$ cat config.mk
export PLATFORM = sky130hd
export DESIGN_NAME = imm_decode_stage
export DESIGN_NICKNAME = d
export VERILOG_FILES = /design/src/rtl/imm_decode_stage.sv
export SDC_FILE = /design/constraint.sdc
export NUM_CORES = 1
export LEC_CHECK = 0
export ABC_AREA = 1
export ABC_CLOCK_PERIOD_IN_PS = 1200
export BUFFER_PORTS_ARGS = -buffer_cell sky130_fd_sc_hd__buf_2
export CORE_ASPECT_RATIO = 1.4
export CORE_MARGIN = 2
export CORE_UTILIZATION = 37
export DETAILED_ROUTE_END_ITERATION = 12
export PLACE_DENSITY_LB_ADDON = 0.15
export SYNTH_ARGS = -nofsm -noshare
export SYNTH_HDL_FRONTEND = slang
export SYNTH_SLANG_ARGS = --single-unit
$ cat constraint.sdc
create_clock -name clk -period 1.2 [get_ports clk]
set_input_delay 0.12 -clock clk [delete_from_list [all_inputs] [get_ports clk]]
set_output_delay 0.12 -clock clk [all_outputs]
set_load 0.03 [all_outputs]
$ cat src/rtl/imm_decode_stage.sv
// Registered immediate decode with a 2-entry skid buffer.
// in_ready depends only on the registered occupancy count.
module imm_decode_stage #(
    parameter int XLEN     = 32,
    parameter bit AUTO_SEL = 1'b0
) (
    input  logic            clk,
    input  logic            rst,
    input  logic            flush,
    input  logic            in_valid,
    output logic            in_ready,
    input  logic [31:0]     in_instr,
    input  logic [2:0]      in_imm_sel,
    output logic            out_valid,
    input  logic            out_ready,
    output logic [XLEN-1:0] out_imm,
    output logic [31:0]     out_instr,
    output logic            out_illegal
);

    typedef struct packed {
        logic [XLEN-1:0] imm;
        logic [31:0]     instr;
        logic            illegal;
    } entry_t;

    localparam logic [2:0] SEL_I  = 3'b000;
    localparam logic [2:0] SEL_U  = 3'b001;
    localparam logic [2:0] SEL_J  = 3'b010;
    localparam logic [2:0] SEL_B  = 3'b011;
    localparam logic [2:0] SEL_S  = 3'b100;
    localparam logic [2:0] SEL_Z  = 3'b101;
    localparam logic [2:0] SEL_SH = 3'b110;
    localparam logic [2:0] SEL_0  = 3'b111;

    logic [2:0] sel;
    logic       illegal;
    logic       sh5;
    logic       sh_f3;
    logic       sign;
    logic       sh_hi;
    entry_t     d;
    entry_t     main_q;
    entry_t     skid_q;
    logic [1:0] cnt;
    logic       push;
    logic       pop;

    assign sh_f3 = (in_instr[13:12] == 2'b01);
    assign sign  = in_instr[31];

    always_comb begin
        sel     = in_imm_sel;
        illegal = 1'b0;
        sh5     = 1'b0;
        if (AUTO_SEL) begin
            sel = SEL_0;
            unique case (in_instr[6:0])
                7'b0010011: sel = sh_f3 ? SEL_SH : SEL_I;
                7'b0000011,
                7'b1100111,
                7'b0001111: sel = SEL_I;
                7'b0110111,
                7'b0010111: sel = SEL_U;
                7'b1101111: sel = SEL_J;
                7'b1100011: sel = SEL_B;
                7'b0100011: sel = SEL_S;
                7'b1110011: sel = in_instr[14] ? SEL_Z : SEL_I;
                7'b0110011,
                7'b0111011: sel = SEL_0;
                7'b0011011: begin
                    if (XLEN == 64) begin
                        sel = sh_f3 ? SEL_SH : SEL_I;
                        sh5 = 1'b1;
                    end else begin
                        illegal = 1'b1;
                    end
                end
                default: illegal = 1'b1;
            endcase
        end
    end

    // Word shifts on RV64 keep a 5-bit shamt
    assign sh_hi = (XLEN == 64) && !sh5 && in_instr[25];

    always_comb begin
        d.instr   = in_instr;
        d.illegal = illegal;
        d.imm     = '0;
        case (sel)
            SEL_I:  d.imm = {{(XLEN-11){sign}}, in_instr[30:20]};
            SEL_U:  d.imm = {{(XLEN-31){sign}}, in_instr[30:12], 12'b0};
            SEL_J:  d.imm = {{(XLEN-20){sign}}, in_instr[19:12],
                             in_instr[20], in_instr[30:21], 1'b0};
            SEL_B:  d.imm = {{(XLEN-12){sign}}, in_instr[7],
                             in_instr[30:25], in_instr[11:8], 1'b0};
            SEL_S:  d.imm = {{(XLEN-11){sign}}, in_instr[30:25],
                             in_instr[11:7]};
            SEL_Z:  d.imm = {{(XLEN-5){1'b0}}, in_instr[19:15]};
            SEL_SH: d.imm = {{(XLEN-6){1'b0}}, sh_hi, in_instr[24:20]};
            default: d.imm = '0;
        endcase
    end

    assign in_ready    = (cnt != 2'd2);
    assign out_valid   = (cnt != 2'd0);
    assign push        = in_valid & in_ready;
    assign pop         = out_valid & out_ready;
    assign out_imm     = main_q.imm;
    assign out_instr   = main_q.instr;
    assign out_illegal = main_q.illegal;

    always_ff @(posedge clk) begin
        if (rst) begin
            cnt    <= 2'd0;
            main_q <= '0;
            skid_q <= '0;
        end else if (flush) begin
            cnt <= 2'd0;
        end else begin
            case (cnt)
                2'd0: begin
                    if (push) begin
                        main_q <= d;
                        cnt    <= 2'd1;
                    end
                end
                2'd1: begin
                    if (push && pop) begin
                        main_q <= d;
                    end else if (push) begin
                        skid_q <= d;
                        cnt    <= 2'd2;
                    end else if (pop) begin
                        cnt <= 2'd0;
                    end
                end
                2'd2: begin
                    if (pop) begin
                        main_q <= skid_q;
                        cnt    <= 2'd1;
                    end
                end
                default: cnt <= 2'd0;
            endcase
        end
    end

endmodule

==> results of run 1 <==
==> cells by family (layout without fill, tap and decap cells) <==
group | count (synthesis) | in the layout
buf+inv | 109 | 261
simple gates | 467 | 467
flops | 130 | 130
mux | 1 | 1
other cells | 1 | 2
compound gates | 171 | 171
==> cell type report <==
cell class | count | area (µm²) | share of cell area
tap | 196 | 245 | 0.0307
sequential | 130 | 2610 | 0.326
multi-input combinational | 640 | 2830 | 0.354
clock buffer | 20 | 467 | 0.0584
timing repair buffer | 178 | 1460 | 0.183
clock inverter | 12 | 179 | 0.0224
inverter | 51 | 199 | 0.0249
antenna | 1 | 2.50 | 0.000313
==> worst max-delay path, cell delays in order, from the launching register on <==
cell	delay [ps]
dfxtp_2	340
inv_4	70
nand2_1	90
nand2_4	100
inv_2	50
nor2_4	90
buf_6	140
buf_12	110
buf_16	130
nand2_1	70
a21oi_2	110
==> repair_timing <==
action / in CTS / in global routing
pin swaps: 4 / 1
endpoints found under the hold margin: 19 / 0
hold buffers: 19 / 0
buffers inserted: 7 / 0
resized for setup: 70 / 24
gates cloned: 2 / 4
endpoints found under the setup margin: 130 / 130
==> through the flow <==
stage                     TNS [ps]  total power [mW]  utilization  std cells
final                       -16110              11.9        0.514       1228
after global routing        -26060              12.3        0.514       1228
after CTS                   -12610              11.9        0.503       1223
after detailed placement    -12920              6.09        0.433       1163
after floorplan              -4490              5.58            -        879
after global placement       -9820              6.08        0.433       1163
==> registers in the layout, indices dropped and copies added (netlist names) <==
signal     flops
skid_q        64
out_imm       32
out_instr     32
cnt            2
==> placed cells by master, fill, tap and decap left out, drive strengths merged <==
master	n
o22ai	6
nor2	133
a21oi	92
dlygate4sd3	19
nand3	13
dfxtp	130
bufinv	4
diode	1
buf	155
inv	52
o221ai	1
clkinvlp	3
mux2i	1
nand2	316
clkbuf	24
nand4	5
conb	1
clkinv	4
o21ai	72
==> final timing paths <==
kind                        end  slack, ps  cells after the start
setup / recovery  out_instr[25]       -170                     10
hold / removal        skid_q[8]         10                      3
setup reg to reg  out_instr[25]       -170                     10
hold reg to reg   out_instr[30]        460                      2
==> where the power goes <==
part / total (mW) / internal, mW / switching [mW] / leakage, nW
logic: 1.59 / 0.595 / 0.996 / 2.50
registers: 4.59 / 4.50 / 0.0930 / 1.06
clock network: 5.67 / 3.65 / 2.02 / 0.309
total: 11.9 / 8.74 / 3.11 / 3.87
==> layer usage <==
layer,share of wire,vias to the layer above,global-route usage
met1,0.44,2690,0.269
met5,0,-,0
met3,0.041,22,0.0419
met4,0.021,0,0.0661
met2,0.50,120,0.351
li1,-,3042,-
==> impl_metrics.env, run 1 <==
export IMPL_synthXorXnorAreaFrac=0
export IMPL_routed_wirelength_um=18000
export IMPL_die_h_um=153
export IMPL_setup_viol=130
export IMPL_via_per_inst=4.78
export IMPL_synthArstFlopShare=0
export IMPL_synth_area_top_cells="dfxtp_1, nand2_1, nor2_1, a21oi_1, o21ai_0"
export IMPL_post_place_ws_ps=-139
export IMPL_fin_nets=1058
export IMPL_rows=54
export IMPL_placed_area_um2=6730
export IMPL_synth_fp_nets=919
export IMPL_ys_seq_area_frac=0.446
export IMPL_clk_pin_slew_worst_paths_ps=60
export IMPL_initial_utilization=0.375
export IMPL_finalClockSkew_ps=8.34
export IMPL_cts_sinks=130
export IMPL_holdCritPathClass="input port to flip-flop"
export IMPL_synth_simple_area_share=0.311
export IMPL_ir_drop_mv=1.05
export IMPL_fmax_ghz=0.729
export IMPL_dp_hpwl_um=11500
export IMPL_slew_viol_final=0
export IMPL_root_buffer="clkbuf_16"
export IMPL_synth_top_family_by_area="simple AND/OR/NAND/NOR gates"
export IMPL_drt_iter0_drc=289
export IMPL_die_area_um2=16800
export IMPL_whs_ps=9.87
export IMPL_worst_ep_required_time_ps=1560
export IMPL_syn_to_final_growth_pct=37.0
export IMPL_design_area_um2=7990
export IMPL_crit_arrival_ps=1730
export IMPL_cap_violations=0
export IMPL_synth_mux_area_frac=0.00172
export IMPL_rsz0062_at_grt="yes"
export IMPL_synth_most_common_cell="nand2_1"
export IMPL_die_w_um=110
export IMPL_violations="setup timing"
export IMPL_ys_top_cells_by_count="nand2_1, nor2_1, dfxtp_1"
export IMPL_synth_fa_ha_area_frac=0
export IMPL_ys_flop_type="dfxtp_1"
export IMPL_fin_ws_ps=-173
export IMPL_regToRegStartpoint="cnt[1]"
export IMPL_cts_max_path_buffers=2
export IMPL_num_vias=5874
export IMPL_status="complete, but fails checks"
export IMPL_worstHoldStart="in_instr[7]"
export IMPL_io_buffers=105
export IMPL_grt_pass1_vias=5427
export IMPL_top_level_ports=107
export IMPL_clkLatencyLatePin_ps=420
export IMPL_hold_viol_final=0
export IMPL_crit_fanout=15
export IMPL_yosys_area_top_type="dfxtp_1"
export IMPL_drc=0
export IMPL_power_density_nw_per_um2=1480
export IMPL_core_area_um2=15500
export IMPL_start_kind="flip-flop"
export IMPL_synth_area_um2=5830
export IMPL_drtAntennaViolNets=0
export IMPL_post_route_period_util=1.14
export IMPL_nFillCells=1535
export IMPL_crit_type="flip-flop to flip-flop"
export IMPL_yosysWarnings=0
export IMPL_firstDrtPassIters=5
export IMPL_place_gp_congestion=0.834
export IMPL_cts_buffers=17
export IMPL_critPathLaunch="cnt[1]"
export IMPL_grt_max_degree=51
export IMPL_synth_cells=879
export IMPL_synth_distinct_cells=24
export IMPL_grt_pass1_wl_um=27700
export IMPL_leakagePower_nw=3.87
export IMPL_synth_top_cell_area_share=0.446
export IMPL_synth_seq_cells=130
export IMPL_wire_per_inst_um=14.7
export IMPL_drive_gt1_frac=0.222
export IMPL_synth_compound_area_frac=0.149
export IMPL_cp_end_kind="flip-flop"
export IMPL_synth_edf_count=0
export IMPL_antenna_found_initial=1
export IMPL_grt_overflow=0
export IMPL_htreeDepth=4
export IMPL_tritoncts="yes"
export IMPL_grt_usage=0.210
export IMPL_final_min_clock_period_ps=1370
export IMPL_syn_avg_cell_area_um2=6.64
Note: power is estimated with default switching activity, not from simulation.
==> run 2: changes to the inputs <==
--- a/config.mk
+++ b/config.mk
@@ -13,6 +13,7 @@
 export CORE_UTILIZATION = 37
 export DETAILED_ROUTE_END_ITERATION = 12
 export PLACE_DENSITY_LB_ADDON = 0.15
+export REMOVE_ABC_BUFFERS = 1
 export SYNTH_ARGS = -nofsm -noshare
 export SYNTH_HDL_FRONTEND = slang
 export SYNTH_SLANG_ARGS = --single-unit
==> impl_metrics.env, run 2 (synthesis results as in run 1) <==
export IMPL_drc=0
export IMPL_diodes=0
export IMPL_clkLatencyLatePin_ps=420
export IMPL_cts_sinks=130
export IMPL_cts_buffers=17
export IMPL_grt_overflow=0
export IMPL_crit_arrival_ps=1310
export IMPL_grt_pass1_vias=5397
export IMPL_final_min_clock_period_ps=1430
export IMPL_status="complete, but fails checks"
export IMPL_grt_pass1_wl_um=27800
export IMPL_routed_wirelength_um=19000
export IMPL_start_kind="flip-flop"
export IMPL_worst_ep_required_time_ps=1080
export IMPL_dp_hpwl_um=11000
export IMPL_die_h_um=153
export IMPL_ir_drop_mv=0.757
export IMPL_rsz0062_at_grt="yes"
export IMPL_num_vias=6078
export IMPL_slew_viol_final=0
export IMPL_via_per_inst=4.87
export IMPL_tritoncts="yes"
export IMPL_power_density_nw_per_um2=1300
export IMPL_fin_ws_ps=-228
export IMPL_die_w_um=110
export IMPL_cp_end_kind="output port"
export IMPL_syn_to_final_growth_pct=45.5
export IMPL_setup_viol=131
export IMPL_grt_usage=0.212
export IMPL_rows=54
export IMPL_hold_viol_final=0
export IMPL_post_route_period_util=1.19
export IMPL_cap_violations=0
export IMPL_firstDrtPassIters=5
export IMPL_largest_reg_flops=64
export IMPL_violations="setup timing"
export IMPL_drt_iter0_drc=320
export IMPL_cts_max_path_buffers=2
export IMPL_crit_type="flip-flop to output port"
export IMPL_antenna_found_initial=0
export IMPL_holdCritPathClass="input port to flip-flop"
export IMPL_core_area_um2=15500
export IMPL_clk_pin_slew_worst_paths_ps=50
export IMPL_wire_per_inst_um=15.2
export IMPL_layout_common_cells="nand2_1, dfxtp_1, nor2_1"
export IMPL_htreeDepth=4
export IMPL_finalClockSkew_ps=6.67
export IMPL_mostFrequentLayoutCell="nand2_1"
export IMPL_top_level_ports=107
export IMPL_setup_tns_ps=-23360
export IMPL_fin_nets=1081
export IMPL_die_area_um2=16800
export IMPL_leakagePower_nw=4.06
export IMPL_drtAntennaViolNets=0
export IMPL_fmax_ghz=0.700
export IMPL_initial_utilization=0.375
export IMPL_final_core_util=0.546
export IMPL_place_gp_congestion=0.803
export IMPL_crit_fanout=5
export IMPL_root_buffer="clkbuf_16"
export IMPL_largest_register="skid_q"
export IMPL_io_buffers=105
export IMPL_grt_max_degree=65
export IMPL_drive_gt1_frac=0.308
[run 2: critical path, stage by stage, from the launching register on]
cell     delay, ps
dfxtp_2        340
inv_4           90
nand2_8         80
buf_8          130
buf_12         120
buf_8          130
[run 2: timing repair]
action | 4_1_cts | 5_1_grt
setup endpoints to repair | 130 | 131
cloned | 3 | 9
pin swaps | 2 | 20
resized for setup | 49 | 182
buffers inserted | 8 | 12
endpoints found under the hold margin | 20 | 0
hold buffers | 20 | 0
[run 2: metal layers]
metal / up-vias / GRT usage / wire (µm) / part of all wire
met3: 29 / 0.0393 / 741 / 0.039
met5: - / 0 / 0 / 0
met1: 2808 / 0.268 / 8080 / 0.43
met2: 145 / 0.356 / 9720 / 0.51
li1: 3096 / - / - / -
met4: 0 / 0.0726 / 435 / 0.023
[run 2: power by group]
part / internal [mW] / leakage, nW / switching [mW]
combinational: 0.679 / 2.73 / 1.08
sequential: 4.50 / 1.06 / 0.105
clock: 2.82 / 0.266 / 1.85
total: 8.00 / 4.06 / 3.04
[run 2: path summary, 6_finish.rpt]
| check | startpoint | endpoint | slack (ps) | cells past startpoint |
|---|---|---|---|---|
| max reg2reg | cnt[1] | out_imm[16] | -230 | 9 |
| min | in_instr[18] | skid_q[19] | 5 | 3 |
| min reg2reg | out_instr[30] | out_instr[30] | 460 | 2 |
| max | cnt[0] | in_ready | -230 | 5 |
[run 2: cell type report]
cell class | instances | area (µm²)
Multi-Input combinational cell | 640 | 3120
Clock buffer | 25 | 495
Inverter | 51 | 209
Clock inverter | 6 | 30.0
Tap cell | 196 | 245
Timing Repair Buffer | 201 | 1780
Fill cell | 1592 | 7050
Sequential cell | 130 | 2610
[run 2: metrics by stage]
| stage | setup WS (ps) | std cells | area, µm² | power (mW) | hold slack (ps) |
|---|---|---|---|---|---|
| 2_1_floorplan | -1630 | 821 | 5490 | 5.48 | 189 |
| 3_3_place_gp | -138 | 1170 | 6740 | 6.07 | 395 |
| 3_5_place_dp | -159 | 1170 | 6740 | 6.08 | 403 |
| 4_1_cts | -219 | 1232 | 7770 | 10.9 | 0.120 |
| 5_1_grt | -334 | 1249 | 8490 | 11.5 | 5.65 |
| 6_report | -228 | 1249 | 8490 | 11.0 | 5.49 |
==> run 3: changes to the inputs <==
--- a/config.mk
+++ b/config.mk
@@ -14,6 +14,7 @@
 export DETAILED_ROUTE_END_ITERATION = 12
 export PLACE_DENSITY_LB_ADDON = 0.15
 export REMOVE_ABC_BUFFERS = 1
+export SETUP_SLACK_MARGIN = 0.3
 export SYNTH_ARGS = -nofsm -noshare
 export SYNTH_HDL_FRONTEND = slang
 export SYNTH_SLANG_ARGS = --single-unit
==> impl_metrics.env, run 3 (synthesis results as in run 1) <==
export IMPL_drc=0
export IMPL_drtAntennaViolNets=0
export IMPL_post_route_period_util=1.23
export IMPL_dp_hpwl_um=11000
export IMPL_power_density_nw_per_um2=1230
export IMPL_pwr_share_comb=0.169
export IMPL_die_w_um=110
export IMPL_placedCellCount=1170
export IMPL_r2r_end="out_imm[2]"
export IMPL_crit_fanout=11
export IMPL_grt_pass1_vias=5448
export IMPL_mostFrequentLayoutCell="nand2_1"
export IMPL_leakagePower_nw=4.26
export IMPL_rows=54
export IMPL_grt_max_degree=65
export IMPL_regToRegStartpoint="cnt[0]"
export IMPL_path_delay_family="buffers and inverters"
export IMPL_cap_violations=0
export IMPL_placed_area_um2=6740
export IMPL_die_h_um=153
export IMPL_finalClockSkew_ps=8.41
export IMPL_switching_share=0.273
export IMPL_cts_max_path_buffers=2
export IMPL_violations="setup timing"
export IMPL_hold_viol_final=0
export IMPL_ir_drop_mv=0.766
export IMPL_io_buffers=105
export IMPL_fin_nets=1098
export IMPL_fin_ws_ps=-271
export IMPL_holdCritPathClass="input port to flip-flop"
export IMPL_p_clk_frac=0.418
export IMPL_setup_viol=131
export IMPL_seqPwrFrac=0.413
export IMPL_whs_ps=19.5
export IMPL_worst_ep_required_time_ps=1540
export IMPL_htreeDepth=4
export IMPL_rsz0062_at_grt="yes"
export IMPL_final_core_util=0.591
export IMPL_largest_reg_flops=64
export IMPL_hold_path_depth=3
export IMPL_grt_usage=0.215
export IMPL_cts_sinks=130
export IMPL_cts_buffers=17
export IMPL_place_gp_congestion=0.803
export IMPL_num_vias=6202
export IMPL_netSwitchingPower_mw=3.07
export IMPL_layout_common_cells="nand2_1, a21oi_1, nor2_1"
export IMPL_worstHoldStart="in_instr[18]"
export IMPL_reg2reg_slack_ps=-270
export IMPL_clkLatencyLatePin_ps=420
export IMPL_grt_overflow=0
export IMPL_reg2reg_depth=9
export IMPL_final_min_clock_period_ps=1470
export IMPL_whs_endpoint="skid_q[19]"
export IMPL_via_per_inst=4.90
export IMPL_post_place_ws_ps=-159
export IMPL_routed_wirelength_um=20100
export IMPL_cellInternalPower_mw=8.19
export IMPL_path_cells="inv_2, nand2_4, nand2_2, inv_1, nor2_4, buf_12, clkbuf_16, o21ai_0, a21oi_1"
export IMPL_clk_pin_slew_worst_paths_ps=60
export IMPL_worst_path_buf_inv=4
export IMPL_start_kind="flip-flop"
export IMPL_syn_to_final_growth_pct=57.5
export IMPL_drive_gt1_frac=0.355
export IMPL_die_area_um2=16800
export IMPL_fmax_ghz=0.680
export IMPL_wire_per_inst_um=15.9
export IMPL_status="complete, but fails checks"
export IMPL_tritoncts="yes"
export IMPL_cpPeakStageDelay_ps=330
export IMPL_top_level_ports=107
export IMPL_root_buffer="clkbuf_16"
export IMPL_nFillCells=1449
export IMPL_core_area_um2=15500
export IMPL_cp_end_kind="flip-flop"
export IMPL_diodes=0
export IMPL_initial_utilization=0.375
export IMPL_largest_register="skid_q"
export IMPL_crit_arrival_ps=1810
export IMPL_firstDrtPassIters=8
export IMPL_crit_type="flip-flop to flip-flop"
export IMPL_crit_path_top_delay_cell="dfxtp_2"
export IMPL_finalNonFillerCells=1266
export IMPL_antenna_found_initial=0
export IMPL_design_area_um2=9190
export IMPL_drt_iter0_drc=358
export IMPL_slew_viol_final=0
export IMPL_grt_pass1_wl_um=28200
-- run 3: cell count changes in the layout (fill, tap and decap cells not counted), sizes merged --
cell and change:
buf +13, clkbuf +4
-- run 3: per-layer routing --
layer,vias up,global-route usage,wire [µm]
met3,26,0.0398,938
met2,176,0.362,10600
met5,-,0,0
li1,3127,-,-
met4,0,0.0708,335
met1,2873,0.272,8160
-- run 3: power by group through the flow --
stage | combinational, mW | sequential [mW] | clock (mW)
final | 1.91 | 4.65 | 4.70
after CTS | 1.55 | 4.60 | 4.77
after floorplan | 0.573 | 4.91 | 0
after global placement | 1.39 | 4.68 | 0
after detailed placement | 1.40 | 4.68 | 0
after global routing | 2.06 | 4.67 | 5.00
-- run 3: how the worst max path moves through the flow --
| stage | start | end | cells past startpoint |
|---|---|---|---|
| floorplan | cnt[0] | skid_q[10] | 7 |
| global placement | cnt[1] | skid_q[7] | 7 |
| detailed placement | cnt[0] | out_imm[14] | 8 |
| CTS | cnt[0] | in_ready | 5 |
| global route | cnt[0] | out_imm[2] | 9 |
| finish | cnt[0] | out_imm[2] | 9 |
-- run 3: layout make-up --
| class | instances | area [µm²] | share of cell area |
|---|---|---|---|
| well taps | 196 | 245 | 0.0267 |
| clock buffers | 25 | 495 | 0.0539 |
| multi-input cells | 640 | 3050 | 0.332 |
| flip-flops and latches | 130 | 2690 | 0.292 |
| repair buffers | 218 | 2470 | 0.268 |
| clock inverters | 6 | 30.0 | 0.00327 |
| inverters | 51 | 218 | 0.0237 |
-- run 3: worst min-delay path: stages --
cell     delay, ps
buf_2          120
o21ai_0         90
nor2_1          70
-- run 3: timing repair --
item                                    CTS  global route
cloned                                    4            15
endpoints found under the setup margin  196           196
hold endpoints to repair                 20             0
resized for setup                        87           331
setup buffers                             8            18
hold buffers                             20             0
pin swaps                                 2            36
-- run 3: through the flow --
stage	total power, mW	TNS (ps)
finish	11.3	-24220
global route	11.7	-31820
CTS	10.9	-16440
detailed placement	6.08	-13570
global placement	6.07	-12800
floorplan	5.48	-163690
